**config.mk**
```make
export PLATFORM = sky130hd
export DESIGN_NAME = quad_encoder_gen
export DESIGN_NICKNAME = d
export VERILOG_FILES = /design/src/rtl/botseidon_enc_pkg.sv /design/src/rtl/quad_encoder_gen_quad_step.sv /design/src/rtl/quad_encoder_gen.sv
export SDC_FILE = /design/constraint.sdc
export NUM_CORES = 1
export LEC_CHECK = 0
export ABC_CLOCK_PERIOD_IN_PS = 6800
export BUFFER_PORTS_ARGS = -buffer_cell sky130_fd_sc_hd__buf_2
export CAP_MARGIN = 5
export CORE_MARGIN = 2
export CORE_UTILIZATION = 33
export DETAILED_ROUTE_END_ITERATION = 8
export PLACE_DENSITY = 0.48
export REMOVE_ABC_BUFFERS = 1
export SYNTH_ARGS = -nofsm -noshare
export SYNTH_HDL_FRONTEND = slang
export SYNTH_HIERARCHICAL = 1
export SYNTH_SLANG_ARGS = --single-unit
```
**constraint.sdc**
```tcl
create_clock -name clk -period 6.8 [get_ports clk]
set_input_delay 0.34 -clock clk [delete_from_list [all_inputs] [get_ports clk]]
set_output_delay 0.34 -clock clk [all_outputs]
set_load 0.02 [all_outputs]
```
**src/rtl/botseidon_enc_pkg.sv**
```systemverilog
// Shared encoder definitions: command word format, window length defaults,
// quadrature state encoding and the command sign-convert/clamp helper.
package botseidon_enc_pkg;

  localparam int ENC_OFFSET        = 4092;     // 4 x 1023, zero-speed command
  localparam int DEF_WINDOW_CYCLES = 50_001;   // receiver measurement window
  localparam int DEF_MAX_EDGES     = 12_500;   // keeps >= 4 clk between edges

  // State values are chosen so that the state bits read directly as {A,B}.
  typedef enum logic [1:0] {
    Q00 = 2'b00,
    Q10 = 2'b10,
    Q11 = 2'b11,
    Q01 = 2'b01
  } quad_state_t;

  typedef struct packed {
    logic signed [31:0] edges;
    logic               sat;
  } clamp_t;

  // Remove the offset (32-bit wrap) and clamp to +/- max_edges.
  function automatic clamp_t clamp_cmd(input logic        [31:0] cmd,
                                       input logic        [31:0] offset,
                                       input logic signed [31:0] max_edges);
    logic signed [31:0] raw;
    clamp_t             res;
    raw = $signed(cmd - offset);
    if (raw > max_edges) begin
      res.edges = max_edges;
      res.sat   = 1'b1;
    end else if (raw < -max_edges) begin
      res.edges = -max_edges;
      res.sat   = 1'b1;
    end else begin
      res.edges = raw;
      res.sat   = 1'b0;
    end
    return res;
  endfunction

endpackage

```
**src/rtl/quad_encoder_gen_quad_step.sv**
```systemverilog
// Two-bit Gray quadrature state machine. One step advances the A/B pair by
// one position, forward 00->10->11->01->00 or the reverse of that order.
module quad_step (
  input  logic clk,
  input  logic reset_n,
  input  logic step,
  input  logic dir,
  output logic A,
  output logic B
);
  import botseidon_enc_pkg::*;

  quad_state_t state;
  quad_state_t state_next;

  // Next quadrature state: dir=1 walks forward, dir=0 walks backward.
  always_comb begin
    state_next = state;
    if (step) begin
      case (state)
        Q00:     state_next = dir ? Q10 : Q01;
        Q10:     state_next = dir ? Q11 : Q00;
        Q11:     state_next = dir ? Q01 : Q10;
        Q01:     state_next = dir ? Q00 : Q11;
        default: state_next = Q00;
      endcase
    end
  end

  // State register; its bits are the A/B outputs, so they never glitch.
  always_ff @(posedge clk) begin
    if (!reset_n) state <= Q00;
    else          state <= state_next;
  end

  assign A = state[1];
  assign B = state[0];

endmodule

```
**src/rtl/quad_encoder_gen.sv**
```systemverilog
// Quadrature encoder emulator. A speed command (edges per window, offset
// encoded) is latched at each window wrap and a DDA phase accumulator spreads
// that many A/B edges evenly across the window.
module quad_encoder_gen #(
  parameter int WINDOW_CYCLES = botseidon_enc_pkg::DEF_WINDOW_CYCLES,
  parameter int ENC_OFFSET    = botseidon_enc_pkg::ENC_OFFSET,
  parameter int MAX_EDGES     = botseidon_enc_pkg::DEF_MAX_EDGES
) (
  input  logic        clk,
  input  logic        reset_n,
  input  logic        en,
  input  logic [31:0] cmd,
  input  logic        cmd_valid,
  output logic        A,
  output logic        B,
  output logic        window_start,
  output logic [31:0] position,
  output logic        sat
);
  import botseidon_enc_pkg::*;

  localparam logic        [31:0] WIN   = 32'(WINDOW_CYCLES);
  localparam logic        [31:0] LAST  = 32'(WINDOW_CYCLES - 1);
  localparam logic        [31:0] OFFS  = 32'(ENC_OFFSET);
  localparam logic signed [31:0] MAXE  = 32'(MAX_EDGES);

  logic        [31:0] win_cnt;
  logic        [31:0] pend_cmd;
  logic signed [31:0] edges;
  logic        [31:0] acc;
  logic        [31:0] acc_next;
  logic        [31:0] mag;
  logic               wrap;
  clamp_t             clamp_p0;
  logic               step_p0;
  logic               dir_p0;

  assign wrap = (win_cnt == LAST);

  // A strobe on the wrap cycle itself bypasses the pending register.
  assign clamp_p0 = clamp_cmd(cmd_valid ? cmd : pend_cmd, OFFS, MAXE);

  assign mag      = edges[31] ? $unsigned(-edges) : $unsigned(edges);
  assign acc_next = acc + mag;

  // Stage p0: step decision from the accumulator; A/B and position follow
  // one cycle later.
  assign step_p0 = en && (acc_next >= WIN);
  assign dir_p0  = ~edges[31];

  // Free-running window counter and registered start-of-window pulse.
  always_ff @(posedge clk) begin
    if (!reset_n) begin
      win_cnt      <= '0;
      window_start <= 1'b0;
    end else begin
      win_cnt      <= wrap ? '0 : win_cnt + 32'd1;
      window_start <= wrap;
    end
  end

  // Latest command strobe wins.
  always_ff @(posedge clk) begin
    if (!reset_n)       pend_cmd <= OFFS;
    else if (cmd_valid) pend_cmd <= cmd;
  end

  // Apply the clamped command as the new edge count at each window wrap.
  always_ff @(posedge clk) begin
    if (!reset_n) begin
      edges <= '0;
      sat   <= 1'b0;
    end else if (wrap) begin
      edges <= clamp_p0.edges;
      sat   <= clamp_p0.sat;
    end
  end

  // DDA phase accumulator, cleared at every wrap and while disabled.
  always_ff @(posedge clk) begin
    if (!reset_n)         acc <= '0;
    else if (wrap || !en) acc <= '0;
    else if (step_p0)     acc <= acc_next - WIN;
    else                  acc <= acc_next;
  end

  // Stage p1: net step count, updated on the same edge as A/B.
  always_ff @(posedge clk) begin
    if (!reset_n)     position <= '0;
    else if (step_p0) position <= dir_p0 ? position + 32'd1 : position - 32'd1;
  end

  quad_step u_quad_step (
    .clk     (clk),
    .reset_n (reset_n),
    .step    (step_p0),
    .dir     (dir_p0),
    .A       (A),
    .B       (B)
  );

endmodule

```
==> results.yml <==
run_status:
  status: "completed"
layout:
  nNetsFinal: 1574
  syn_to_final_growth_pct: 13.0
  drive_gt1_share_pct: 11.9
  fillCellCount: 3659
  layoutNonFillerInstCount: 1933
critical_path:
  start_kind: "flip-flop"
  timing.setup.critical_path_class: "flip-flop to flip-flop"
  critical_path_arrival_ps: 6610
  endpoint_kind: "flip-flop"
  timing.critical_path.fanout_max: 54
  worst-endpoint-required_ps: 7180
timing:
  final.setup.tns_ps: 0
  hold_violation_count_in_the_final_report: 0
  timing.final.setup_violations: 0
  slew-limit-headroom_pct: 44.8
  timing.final.crit_share_pct: 91.7
  skew_ps: 12.3
  grt_setup_unrepaired: "false"
  tightest_slew_ps: 818
  final_critical_period_ps: 6230
  postLayoutSetupSlackWorst_ps: 567
  clock.fmax_mhz: 160
  fin_hold_ws_ps: 191
  slew_viol_final: 0
floorplan:
  starting_utilization_of_the_core_area_pct: 33.4
  die_height_um: 191
  floorplan.io_pins: 72
  std_cell_rows: 68
  design.die.area_um2: 36300
  placeableCoreArea_um2: 34400
  die-width_um: 191
synth:
  synth_warnings: 6
  synth-main-ff-cell: "sky130_fd_sc_hd__dfxtp_1"
  netlist_area_um2: 11500
  synth_area_per_cell_um2: 8.19
  async_flop_share_pct: 0
  post-synth-top-count-cell: "sky130_fd_sc_hd__nor2_1"
  synth.distinct_cells: 86
  synth.top_cells.by_area: "sky130_fd_sc_hd__dfxtp_1 (29%), sky130_fd_sc_hd__ha_1 (7.9%), sky130_fd_sc_hd__xnor2_1 (7.7%)"
  synth_seq_cells: 164
  yosys-top-cells-count: "sky130_fd_sc_hd__nor2_1 (166), sky130_fd_sc_hd__dfxtp_1 (164), sky130_fd_sc_hd__nand2_1 (129), sky130_fd_sc_hd__xnor2_1 (101), sky130_fd_sc_hd__a21oi_1 (74)"
  postSynthCellCount: 1403
  synth-edff-count: 0
  ys_seq_area_share_pct: 28.6
  synth_top_area_share_pct: 28.6
  synth_area_leader_cell: "sky130_fd_sc_hd__dfxtp_1"
power:
  logic_pwr_share_pct: 41.0
  internal_power_uw: 2190
  p_leak_uw: 0.00555
  switchingPower_uw: 1390
  share_of_power_burned_in_registers_pct: 30.4
  pwr-share-clk_pct: 28.6
  switching_share_pct: 38.9
  p_per_area_nw_per_um2: 276
  peakVddDrop_mv: 0.274
clocking:
  cts_setup_buffers: 0
  clk_path_buf_depth: 2
  clk_transition_reported_paths_ps: 70
  numCtsBuffers: 17
  cts_num_sinks: 164
  ctsRootBufferMaster: "sky130_fd_sc_hd__clkbuf_16"
  htree_num_levels: 4
  insertion_delay_ps: 440
  tritoncts_clock_tree: "done"
route:
  drc: 0
  drt_first_iter_violations: 455
  finalWirelength_um: 29700
  ratio_of_routed_vias_to_standard_cells: 5.16
  num_vias: 9977
  detail_route.first_pass.iterations: 5
  antenna_violating_nets_post_route: 0
  wl_per_cell_um: 15.4
placement:
  globalplace.congestion: 0.841
  place.detailed.instances: 1899
  place_worst_setup_slack_ps: 396
  detailed_place_hpwl_um: 22500
  buffer_ports.inserted: 71
grt:
  groute.layer.met3.usage_pct: 2.96
  grt_pass1_vias: 9570
  globalRoute.busiestLayer: "met2"
  grt_max_degree: 55
  grt_use_met1_pct: 22.2
  global_route.usage.total_pct: 16.6
  overflow: 0
  grt_first_pass_wirelength_um: 48800
  grt_antenna_before_repair: 4
  grt_use_met2_pct: 27.1
worst_hold_path:
  worstHoldPathType: "input port to flip-flop"
run:
  cap_viol_max_count: 0
-- timing repair --
| item | CTS | global route |
|---|---|---|
| resized for setup | 0 | 2 |
| hold buffers | 0 | 0 |
| setup endpoints to repair | 0 | 23 |
-- cells by family (layout without fill, tap and decap cells) --
group | after synthesis | count (layout) | share of synthesized area (%)
multiplexers | 63 | 63 | 5.49
flip-flops | 164 | 164 | 28.6
adder cells (fa/ha/maj) | 75 | 75 | 8.30
XOR/XNOR | 161 | 161 | 12.3
AND/OR/NAND/NOR | 529 | 529 | 22.6
AO/OA/AOI/OAI | 332 | 332 | 19.8
buffers and inverters | 79 | 152 | 2.89
other | 0 | 2 | 0
-- power by group through the flow --
stage | sequential, uW | combinational [uW] | clock, uW
after floorplan | 1110 | 1080 | 0
after global placement | 1110 | 1450 | 0
after detailed placement | 1110 | 1460 | 0
after CTS | 1090 | 1460 | 1060
after global routing | 1100 | 1620 | 1090
final | 1090 | 1470 | 1020
-- final timing paths --
path                                    end  slack, ps  startpoint  cells after the start
worst max register to register       acc[2]        570    edges[0]                     19
worst min register to register    edges[24]        490   edges[24]                      2
worst max-delay path                 acc[2]        570    edges[0]                     19
worst min-delay path            pend_cmd[8]        190      cmd[8]                      3
-- cell type report --
class | instances | area [um2] | share of cell area [%]
diodes | 2 | 5.00 | 0.0385
clock buffers | 17 | 425 | 3.28
clock inverters | 15 | 188 | 1.44
inverters | 31 | 116 | 0.896
multi-input cells | 1160 | 7900 | 60.8
flip-flops and latches | 164 | 3280 | 25.3
well taps | 455 | 569 | 4.38
repair buffers | 89 | 503 | 3.87
-- metrics by stage --
step	utilization [%]	total power (uW)	area, um2
2_1_floorplan	-	2190	11300
6_report	37.8	3580	13000
3_5_place_dp	36.0	2570	12400
5_1_grt	37.8	3810	13000
4_1_cts	37.8	3620	13000
3_3_place_gp	36.0	2560	12400
-- worst max-delay path, cell delays in order, from the launching register on --
cell	delay, ps
sky130_fd_sc_hd__dfxtp_1	350
sky130_fd_sc_hd__or4_1	540
sky130_fd_sc_hd__or4_1	510
sky130_fd_sc_hd__or4_1	570
sky130_fd_sc_hd__o31ai_1	270
sky130_fd_sc_hd__xnor2_1	110
sky130_fd_sc_hd__ha_1	390
sky130_fd_sc_hd__nand3_1	150
sky130_fd_sc_hd__or3b_2	460
sky130_fd_sc_hd__a31o_2	270
sky130_fd_sc_hd__o211ai_1	170
sky130_fd_sc_hd__xor2_1	190
sky130_fd_sc_hd__a2111oi_2	530
sky130_fd_sc_hd__nand4bb_1	360
sky130_fd_sc_hd__nor3_4	350
sky130_fd_sc_hd__buf_4	260
sky130_fd_sc_hd__a21oi_4	80
sky130_fd_sc_hd__buf_12	230
sky130_fd_sc_hd__a211oi_1	250
sky130_fd_sc_hd__nand2b_1	120
-- registers in the layout, indices dropped and copies added, names as in the netlist --
signal	flops
u_quad_step/state	2
edges	32
win_cnt	32
sat	1
acc	32
pend_cmd	32
position	32
window_start	1
-- placed cells by master (no fill, tap or decap), types with 5 or more instances in the layout --
| master | n |
|---|---|
| sky130_fd_sc_hd__a2111oi_0 | 5 |
| sky130_fd_sc_hd__a211o_1 | 5 |
| sky130_fd_sc_hd__a211oi_1 | 20 |
| sky130_fd_sc_hd__a21o_1 | 31 |
| sky130_fd_sc_hd__a21oi_1 | 74 |
| sky130_fd_sc_hd__a31o_2 | 8 |
| sky130_fd_sc_hd__a31oi_1 | 15 |
| sky130_fd_sc_hd__and2_1 | 14 |
| sky130_fd_sc_hd__and3_1 | 18 |
| sky130_fd_sc_hd__buf_2 | 71 |
| sky130_fd_sc_hd__buf_4 | 17 |
| sky130_fd_sc_hd__clkbuf_16 | 17 |
| sky130_fd_sc_hd__dfxtp_1 | 163 |
| sky130_fd_sc_hd__ha_1 | 73 |
| sky130_fd_sc_hd__inv_1 | 30 |
| sky130_fd_sc_hd__mux2i_1 | 63 |
| sky130_fd_sc_hd__nand2_1 | 129 |
| sky130_fd_sc_hd__nand2b_1 | 17 |
| sky130_fd_sc_hd__nand3_1 | 40 |
| sky130_fd_sc_hd__nand3b_1 | 8 |
| sky130_fd_sc_hd__nand4_1 | 28 |
| sky130_fd_sc_hd__nor2_1 | 165 |
| sky130_fd_sc_hd__nor2b_1 | 10 |
| sky130_fd_sc_hd__nor3_1 | 26 |
| sky130_fd_sc_hd__nor3b_1 | 6 |
| sky130_fd_sc_hd__nor4_1 | 12 |
| sky130_fd_sc_hd__o211ai_1 | 10 |
| sky130_fd_sc_hd__o21a_1 | 5 |
| sky130_fd_sc_hd__o21ai_0 | 60 |
| sky130_fd_sc_hd__o21ai_1 | 5 |
| sky130_fd_sc_hd__o21ai_2 | 17 |
| sky130_fd_sc_hd__o21bai_1 | 7 |
| sky130_fd_sc_hd__o22ai_1 | 7 |
| sky130_fd_sc_hd__o31ai_1 | 11 |
| sky130_fd_sc_hd__or2_2 | 5 |
| sky130_fd_sc_hd__or3_1 | 18 |
| sky130_fd_sc_hd__or4_1 | 10 |
| sky130_fd_sc_hd__xnor2_1 | 101 |
| sky130_fd_sc_hd__xor2_1 | 59 |
-- per-layer routing --
layer / routed length [um] / up-vias
met2: 13400 / 133
met4: 514 / 4
met1: 14800 / 4613
met5: 19 / -
met3: 988 / 32
li1: - / 5195
Power figures use the tool's default switching activity.
